## config.mk

```make
export PLATFORM = sky130hd
export DESIGN_NAME = jtag_shift_sequencer
export DESIGN_NICKNAME = d
export VERILOG_FILES = /design/src/rtl/jtag_shift_sequencer.sv
export SDC_FILE = /design/constraint.sdc
export NUM_CORES = 1
export LEC_CHECK = 0
export BUFFER_PORTS_ARGS = -buffer_cell sky130_fd_sc_hd__clkbuf_2
export CAP_MARGIN = 30
export CELL_PAD_IN_SITES_DETAIL_PLACEMENT = 0
export CELL_PAD_IN_SITES_GLOBAL_PLACEMENT = 1
export CORE_ASPECT_RATIO = 1.2
export CORE_MARGIN = 2
export CORE_UTILIZATION = 41
export DETAILED_ROUTE_END_ITERATION = 8
export PLACE_DENSITY_LB_ADDON = 0.3
export SYNTH_ARGS = -nofsm -noshare
export SYNTH_HDL_FRONTEND = slang
export SYNTH_SLANG_ARGS = --single-unit
```

## constraint.sdc

```tcl
create_clock -name clk_i -period 3 [get_ports clk_i]
set_input_delay 0.6 -clock clk_i [delete_from_list [all_inputs] [get_ports clk_i]]
set_output_delay 0.6 -clock clk_i [all_outputs]
set_load 0.03 [all_outputs]
```

## src/rtl/jtag_shift_sequencer.sv

```systemverilog
// rtl/jtag_shift_sequencer.sv - command-driven JTAG shift engine driving tck/tms/tdi/trst
// One command shifts 1..MAX_LEN bits with a programmable TCK half-period and returns captured TDO.
module jtag_shift_sequencer #(
    parameter int MAX_LEN = 32,
    parameter int LEN_W   = $clog2(MAX_LEN),
    parameter int DIV_W   = 6
) (
    input  logic               clk_i,
    input  logic               rst_ni,
    input  logic               enable_i,
    input  logic [DIV_W-1:0]   half_period_i,
    input  logic               cmd_valid_i,
    output logic               cmd_ready_o,
    input  logic [LEN_W-1:0]   cmd_len_i,
    input  logic [MAX_LEN-1:0] cmd_tms_i,
    input  logic [MAX_LEN-1:0] cmd_tdi_i,
    input  logic               cmd_trst_i,
    output logic               rsp_valid_o,
    input  logic               rsp_ready_i,
    output logic [MAX_LEN-1:0] rsp_tdo_o,
    output logic               busy_o,
    output logic               tck_o,
    output logic               tms_o,
    output logic               tdi_o,
    output logic               trst_o,
    input  logic               tdo_i
);

    typedef enum logic [1:0] {
        ST_IDLE,
        ST_LO,
        ST_HI,
        ST_RSP
    } state_t;

    state_t             state_q;
    logic [LEN_W-1:0]   len_q;
    logic [LEN_W-1:0]   idx_q;
    logic [LEN_W-1:0]   idx_d;
    logic [MAX_LEN-1:0] tms_vec_q;
    logic [MAX_LEN-1:0] tdi_vec_q;
    logic [MAX_LEN-1:0] rsp_tdo_q;
    logic               trst_cmd_q;
    logic [DIV_W-1:0]   h_q;
    logic [DIV_W-1:0]   h_d;
    logic [DIV_W-1:0]   cnt_q;
    logic               tck_q;
    logic               tms_q;
    logic               tdi_q;
    logic               trst_q;
    logic               rsp_valid_q;
    logic               cmd_accept;

    assign cmd_ready_o = (state_q == ST_IDLE) && enable_i;
    assign cmd_accept  = cmd_valid_i && cmd_ready_o;

    always_comb begin
        h_d   = (half_period_i == '0) ? DIV_W'(1) : half_period_i;
        idx_d = idx_q + LEN_W'(1);
    end

    // A TAP-reset command reuses the shift timing with TMS forced high and TDI low,
    // so the vectors are overwritten at accept and the shift path stays uniform.
    always_ff @(posedge clk_i) begin
        if (!rst_ni) begin
            state_q     <= ST_IDLE;
            len_q       <= '0;
            idx_q       <= '0;
            tms_vec_q   <= '0;
            tdi_vec_q   <= '0;
            rsp_tdo_q   <= '0;
            trst_cmd_q  <= 1'b0;
            h_q         <= DIV_W'(1);
            cnt_q       <= '0;
            tck_q       <= 1'b0;
            tms_q       <= 1'b1;
            tdi_q       <= 1'b0;
            trst_q      <= 1'b1;
            rsp_valid_q <= 1'b0;
        end else begin
            case (state_q)
                ST_IDLE: begin
                    if (cmd_accept) begin
                        len_q      <= cmd_len_i;
                        tms_vec_q  <= cmd_trst_i ? '1 : cmd_tms_i;
                        tdi_vec_q  <= cmd_trst_i ? '0 : cmd_tdi_i;
                        trst_cmd_q <= cmd_trst_i;
                        h_q        <= h_d;
                        cnt_q      <= h_d - DIV_W'(1);
                        idx_q      <= '0;
                        rsp_tdo_q  <= '0;
                        tck_q      <= 1'b0;
                        tms_q      <= cmd_trst_i | cmd_tms_i[0];
                        tdi_q      <= ~cmd_trst_i & cmd_tdi_i[0];
                        trst_q     <= ~cmd_trst_i;
                        state_q    <= ST_LO;
                    end
                end
                ST_LO: begin
                    if (cnt_q == '0) begin
                        tck_q <= 1'b1;
                        cnt_q <= h_q - DIV_W'(1);
                        if (!trst_cmd_q) begin
                            rsp_tdo_q[idx_q] <= tdo_i;
                        end
                        state_q <= ST_HI;
                    end else begin
                        cnt_q <= cnt_q - DIV_W'(1);
                    end
                end
                ST_HI: begin
                    if (cnt_q == '0) begin
                        tck_q <= 1'b0;
                        if (idx_q == len_q) begin
                            rsp_valid_q <= 1'b1;
                            trst_q      <= 1'b1;
                            state_q     <= ST_RSP;
                        end else begin
                            idx_q   <= idx_d;
                            tms_q   <= tms_vec_q[idx_d];
                            tdi_q   <= tdi_vec_q[idx_d];
                            cnt_q   <= h_q - DIV_W'(1);
                            state_q <= ST_LO;
                        end
                    end else begin
                        cnt_q <= cnt_q - DIV_W'(1);
                    end
                end
                ST_RSP: begin
                    if (rsp_ready_i) begin
                        rsp_valid_q <= 1'b0;
                        state_q     <= ST_IDLE;
                    end
                end
                default: state_q <= ST_IDLE;
            endcase
        end
    end

    assign busy_o      = (state_q != ST_IDLE);
    assign rsp_valid_o = rsp_valid_q;
    assign rsp_tdo_o   = rsp_tdo_q;
    assign tck_o       = tck_q;
    assign tms_o       = tms_q;
    assign tdi_o       = tdi_q;
    assign trst_o      = trst_q;

endmodule

```

# == Word-level counts from Yosys, hierarchy flattened ==
# Index checks and enable logic that the tools add are counted.
# totals
out_inout_bits,39
input_bits,82
reg_bits,126
# op_classes
n_bitwise,3
order_cmp,3
n_reduce_logical,19
n_addsub,4
n_mux,47
n_eq_ne,12
# op_table
op,n
2-to-1 mux 32 bit,5
case mux 32 bit (2 select lines),1
bitwise mux 32 bit,1
2-to-1 mux 6 bit,5
AND reduction 4 bit,6
case mux 6 bit (3 select lines),1
"subtractor 6 x 1 -> 6 bit, second input constant",3
2-to-1 mux 1 bit,16
2-to-1 mux 5 bit,3
"!= test 2 bit, second input constant",7
logical NOT 6 bit,2
"< comparator 5 x 6 -> 1 bit, second input constant",2
binary-select mux 1 bit (select 5 bit),2
2-to-1 mux 2 bit,5
case mux 5 bit (2 select lines),1
case mux 1 bit (2 select lines),4
case mux 2 bit (4 select lines),1
nonzero test 2 bit,4
"adder 5 x 1 -> 5 bit, second input constant",1
demux 1 bit (select 5 bit),1
== test 5 bit,1
"greater-or-equal comparator 5 x 1 -> 1 bit, second input constant",1
"== test 2 bit, second input constant",2
logical AND 1 bit,3
10 further kinds,10

# == Depth between registers and ports, before layout ==
# depth
word_depth,8
depth_mapped,10
depth_no_buf,9

# == Worst setup path before layout ==
# Ideal clock, no wire load.
# synth_path
kind,register to register
startpoint,register idx_q[0]
endpoint,"register tdi_q, in the netlist tdi_o"
synth_period_minus_slack_ns,2.561
path_buffers,3
path_stages_with_launch,11
t_arrival_ns,2.429
t_required_ns,2.868
slack_ns,0.439
setup_time_ns,0.132
cell_sequence,dfxtp_1 > buf_2 > clkinv_1 > ha_1 > buf_2 > buf_2 > mux4_2 > mux2i_1 > nor2_1 > nor3_1 > a21oi_1
# synth_via
elab_chain_len,6
word_cells_on_any_way,9
cone_classes,add/sub (1); eq/ne (2); mux (5); reduce/logical (1)
# synth_lines
element,line_no,text
from (decl),38,logic [LEN_W-1:0] idx_q;
from (signal assigned),119,idx_q <= idx_d;
adder 5 x 1 -> 5 bit,59,idx_d = idx_q + LEN_W'(1);
binary-select mux 1 bit (select 5 bit),121,tdi_q <= tdi_vec_q[idx_d];
2-to-1 mux 1 bit (implied by the code),121,
2-to-1 mux 1 bit,114,if (idx_q == len_q) begin
2-to-1 mux 1 bit,112,if (cnt_q == '0) begin
case mux 1 bit (2 select lines),81,case (state_q)
to (signal assigned),94,tdi_q <= ~cmd_trst_i & cmd_tdi_i[0];
to (signal assigned),121,
to (decl),49,logic tdi_q;
# Parallel ways exist; a longest one is shown, timed or not. The select of a mux whose other input is x is not followed.
# A chain may end at the register's enable or synchronous reset.

# == Worst setup path in the final report ==
# layout_path
startpoint,register idx_q[0]
endpoint,"register tms_q, in the netlist tms_o"
# layout_via
elab_chain_len,6
word_cells_on_any_way,9
cone_classes,add/sub (1); eq/ne (2); mux (5); reduce/logical (1)
# layout_lines
element,line_no,text
adder 5 x 1 -> 5 bit,59,
binary-select mux 1 bit (select 5 bit),120,tms_q <= tms_vec_q[idx_d];
2-to-1 mux 1 bit (implied by the code),120,
2-to-1 mux 1 bit,114,
2-to-1 mux 1 bit,112,
case mux 1 bit (2 select lines),81,
to (signal assigned),93,tms_q <= cmd_trst_i | cmd_tms_i[0];
to (signal assigned),120,
to (decl),48,logic tms_q;
# Parallel ways exist; a longest one is shown, timed or not. The select of a mux whose other input is x is not followed.

==> out/metrics.csv <==
stage;metric;value;unit
worst_setup_path;crit_arrival;2.79;ns
clock_tree;holdBufCountCts;0;
floorplan;fp.dieH;138;um
sta;rsz0062_at_grt;no;
synth;synthTopCellsByArea;dfxtp_1 (41%), a21oi_1 (7.3%), nor3_1 (5.6%), mux4_2 (5.1%), nand2_1 (4.4%);
clock_tree;clock_latency;0.42;ns
clock_tree;clock_sinks;126;
sta;setup_tns;0;ns
sta;period_share;83.6;%
synth;yosys-top-cells-count;dfxtp_1 (126), a21oi_1 (90), nand2_1 (72), nor3_1 (69), nor2_1 (64);
place;gp_congestion;0.817;
sta;fmax;0.399;GHz
place;dp_slack;0.483;ns
sta;slew_violations;0;
grt;grt_pass1_vias;5493;
grt;grt_max_degree;78;
pwr;switching_power;0.00181;W
synth;synth_area_leader_cell;dfxtp_1;
synth;yosys_warnings;0;
worst_setup_path;r2r_cells;8;
clock_tree;root_buffer;clkbuf_16;
worst_setup_path;r2r_end;tms_o;
pwr;power_density;737;nW/um2
cells_and_area;drive_gt1_share;23.0;%
cells_and_area;nets;931;
worst_hold_path;hold_end;len_q[0];
worst_hold_path;min_delay_path_depth;3;
worst_setup_path;regToRegSetupSlack;0.49;ns
pwr;swShare;32.9;%
route;avgViaCountPerCell;5.33;
job;max_cap_violations;0;
worst_setup_path;cp_max_fo;11;
worst_setup_path;required;3.28;ns
sta;setup_viol;0;
sta;fin_worst_skew;0.00736;ns
worst_hold_path;hold_path_class;input pin to register;
cells_and_area;area_delta_synth_final;21.0;%
cells_and_area;diodes;0;
clock_tree;clkTransAtPathRegs;0.05;ns
synth;synth_seq_cells;126;
grt;grt_pass1_wl;27100;um
route;vias;5630;
floorplan;dieArea;16000;um2
sta;layout_min_cycle_time;2.51;ns
floorplan;ios;121;
synth;yosysMostFrequentCell;dfxtp_1;
pwr;internal-power;0.00369;W
grt;track_usage;21.2;%
floorplan;die_w;116;um
pwr;power_frac_comb;26.5;%
pwr;p_leak;2.82;nW
sta;final.setup.worst_slack;0.491;ns
route;drcViolationCount;0;
place;dp_hpwl;11700;um
synth;synth_top_flop_cell;dfxtp_1;
synth;mappedNetlistNets;840;
place;placed_area;6860;um2
worst_setup_path;timing.rr.start;idx_q[0];
sta;tightest_slew;0.838;ns
worst_setup_path;critPathCaptureType;register;
clock_tree;cts_setup_buffers;0;
sta;finalHoldViolCount;0;
pwr;clkPwrFrac;37.6;%
synth;synth.distinct_cells;60;
outcome;outcome;finished clean;
floorplan;start_util;41.6;%
pwr;p_seq_share;35.9;%
clock_tree;cts_resized;0;
synth;netlist_instances;748;
worst_setup_path;start_kind;register;
pwr;vdd_drop_max;0.000285;V
grt;overflow;0;
synth;yosysTopAreaCellShare;40.9;%
place;portBuffers;120;
route;dr.pass1.iters;4;
clock_tree;h-tree-depth;4;
synth;async_flop_share;0;%
synth;avgSynthCellArea;8.24;um2
cells_and_area;fin_area;7460;um2
route;dr.first_iter.drc_count;329;
worst_setup_path;crit_type;register to register;
synth;ys_seq_area_share;40.9;%
route;routedWlPerCell;15.7;um
clock_tree;max-clock-path-buffers;2;
synth;synth_area;6170;um2
synth;synth_edf_count;0;
clock_tree;cts_tree;done;
route;ant_nets;0;
route;wl;16600;um
clock_tree;cts_buffers;17;
floorplan;num_rows;49;
worst_hold_path;worstHoldStart;cmd_len_i[0];
sta;relSlewSlack;43.9;%
grt;antenna_found_initial;0;
floorplan;core_region_area;14800;um2
-- cell families after synthesis --
group | Yosys count | synth area share (%)
compound gates | 197 | 18.8
xor+xnor | 12 | 1.95
fa+ha+maj | 10 | 2.03
buf+inv | 77 | 5.40
flops | 126 | 40.9
mux | 23 | 6.64
simple gates | 303 | 24.3
-- final cells by class --
type | instances | area [um2]
Inverter | 14 | 53.8
Tap cell | 204 | 255
Sequential cell | 126 | 2520
Multi-Input combinational cell | 545 | 3320
Fill cell | 1493 | 7370
Clock buffer | 20 | 467
Clock inverter | 12 | 134
Timing Repair Buffer | 135 | 713
-- worst max path at each step --
| stage | startpoint | endpoint | slack (ns) | cells after the start |
|---|---|---|---|---|
| 3_3_place_gp | half_period_i[2] | cnt_q[4] | 0.54 | 9 |
| 3_5_place_dp | half_period_i[2] | cnt_q[4] | 0.48 | 9 |
| 5_1_grt | state_q[0] | cnt_q[5] | 0.29 | 8 |
| 6_report | idx_q[0] | tms_o | 0.49 | 8 |
| 2_1_floorplan | idx_q[0] | tdi_o | 0.44 | 10 |
| 4_1_cts | idx_q[0] | tms_o | 0.52 | 8 |
-- power groups by stage --
stage / Sequential [W] / Clock, W / Combinational [W]
floorplan: 0.00199 / 0 / 0.00109
global placement: 0.00201 / 0 / 0.00141
detailed placement: 0.00201 / 0 / 0.00144
CTS: 0.00198 / 0.00209 / 0.00145
global route: 0.00199 / 0.00218 / 0.00164
finish: 0.00198 / 0.00207 / 0.00145
-- per-stage QoR --
stage | std cells | hold slack [ns] | total power [W] | util (%)
finish | 1056 | 0.431 | 0.00550 | 50.3
CTS | 1056 | 0.422 | 0.00552 | 50.3
detailed placement | 1024 | 0.445 | 0.00345 | 46.2
global route | 1056 | 0.439 | 0.00582 | 50.3
floorplan | 748 | 0.429 | 0.00308 | -
global placement | 1024 | 0.444 | 0.00342 | 46.2
-- per-layer routing --
layer | GRT usage [%] | up-vias | wire length [um]
met5 | 0 | - | 0
met3 | 4.38 | 22 | 674
li1 | - | 2832 | -
met1 | 27.2 | 2659 | 7480
met4 | 7.58 | 0 | 269
met2 | 35.1 | 117 | 8170
-- state kept, by name, summed over array words and instances, names as in the netlist --
| name | count |
|---|---|
| rsp_tdo_o | 32 |
| tdi_vec_q | 32 |
| tms_vec_q | 32 |
| cnt_q | 6 |
| h_q | 6 |
| idx_q | 5 |
| len_q | 5 |
| state_q | 2 |
| rsp_valid_o | 1 |
| tck_o | 1 |
| tdi_o | 1 |
| tms_o | 1 |
| trst_cmd_q | 1 |
| trst_o | 1 |
-- critical path, cell delays in order, from the launching register on --
cell and delay, ns:
dfxtp_1 0.41, clkinv_1 0.28, ha_1 0.40, buf_4 0.20, mux4_2 0.52, mux2i_1 0.18
o22ai_1 0.10, nor3_1 0.19, a31oi_1 0.09
-- cell usage in the layout (no fill, tap or decap), types with 4 or more instances in the layout --
master,count
a211oi_1,6
a21boi_0,28
a21oi_1,90
a31oi_1,5
and3_1,6
buf_4,15
clkbuf_16,17
clkbuf_2,120
clkinv_2,4
dfxtp_1,126
ha_1,10
inv_1,12
mux2i_1,6
mux4_2,14
nand2_1,72
nand2b_1,5
nand3_1,32
nand3b_1,32
nor2_1,64
nor2b_1,5
nor3_1,69
o21ai_0,43
o22ai_1,4
xnor2_1,9
(Power assumes the default switching activity.)
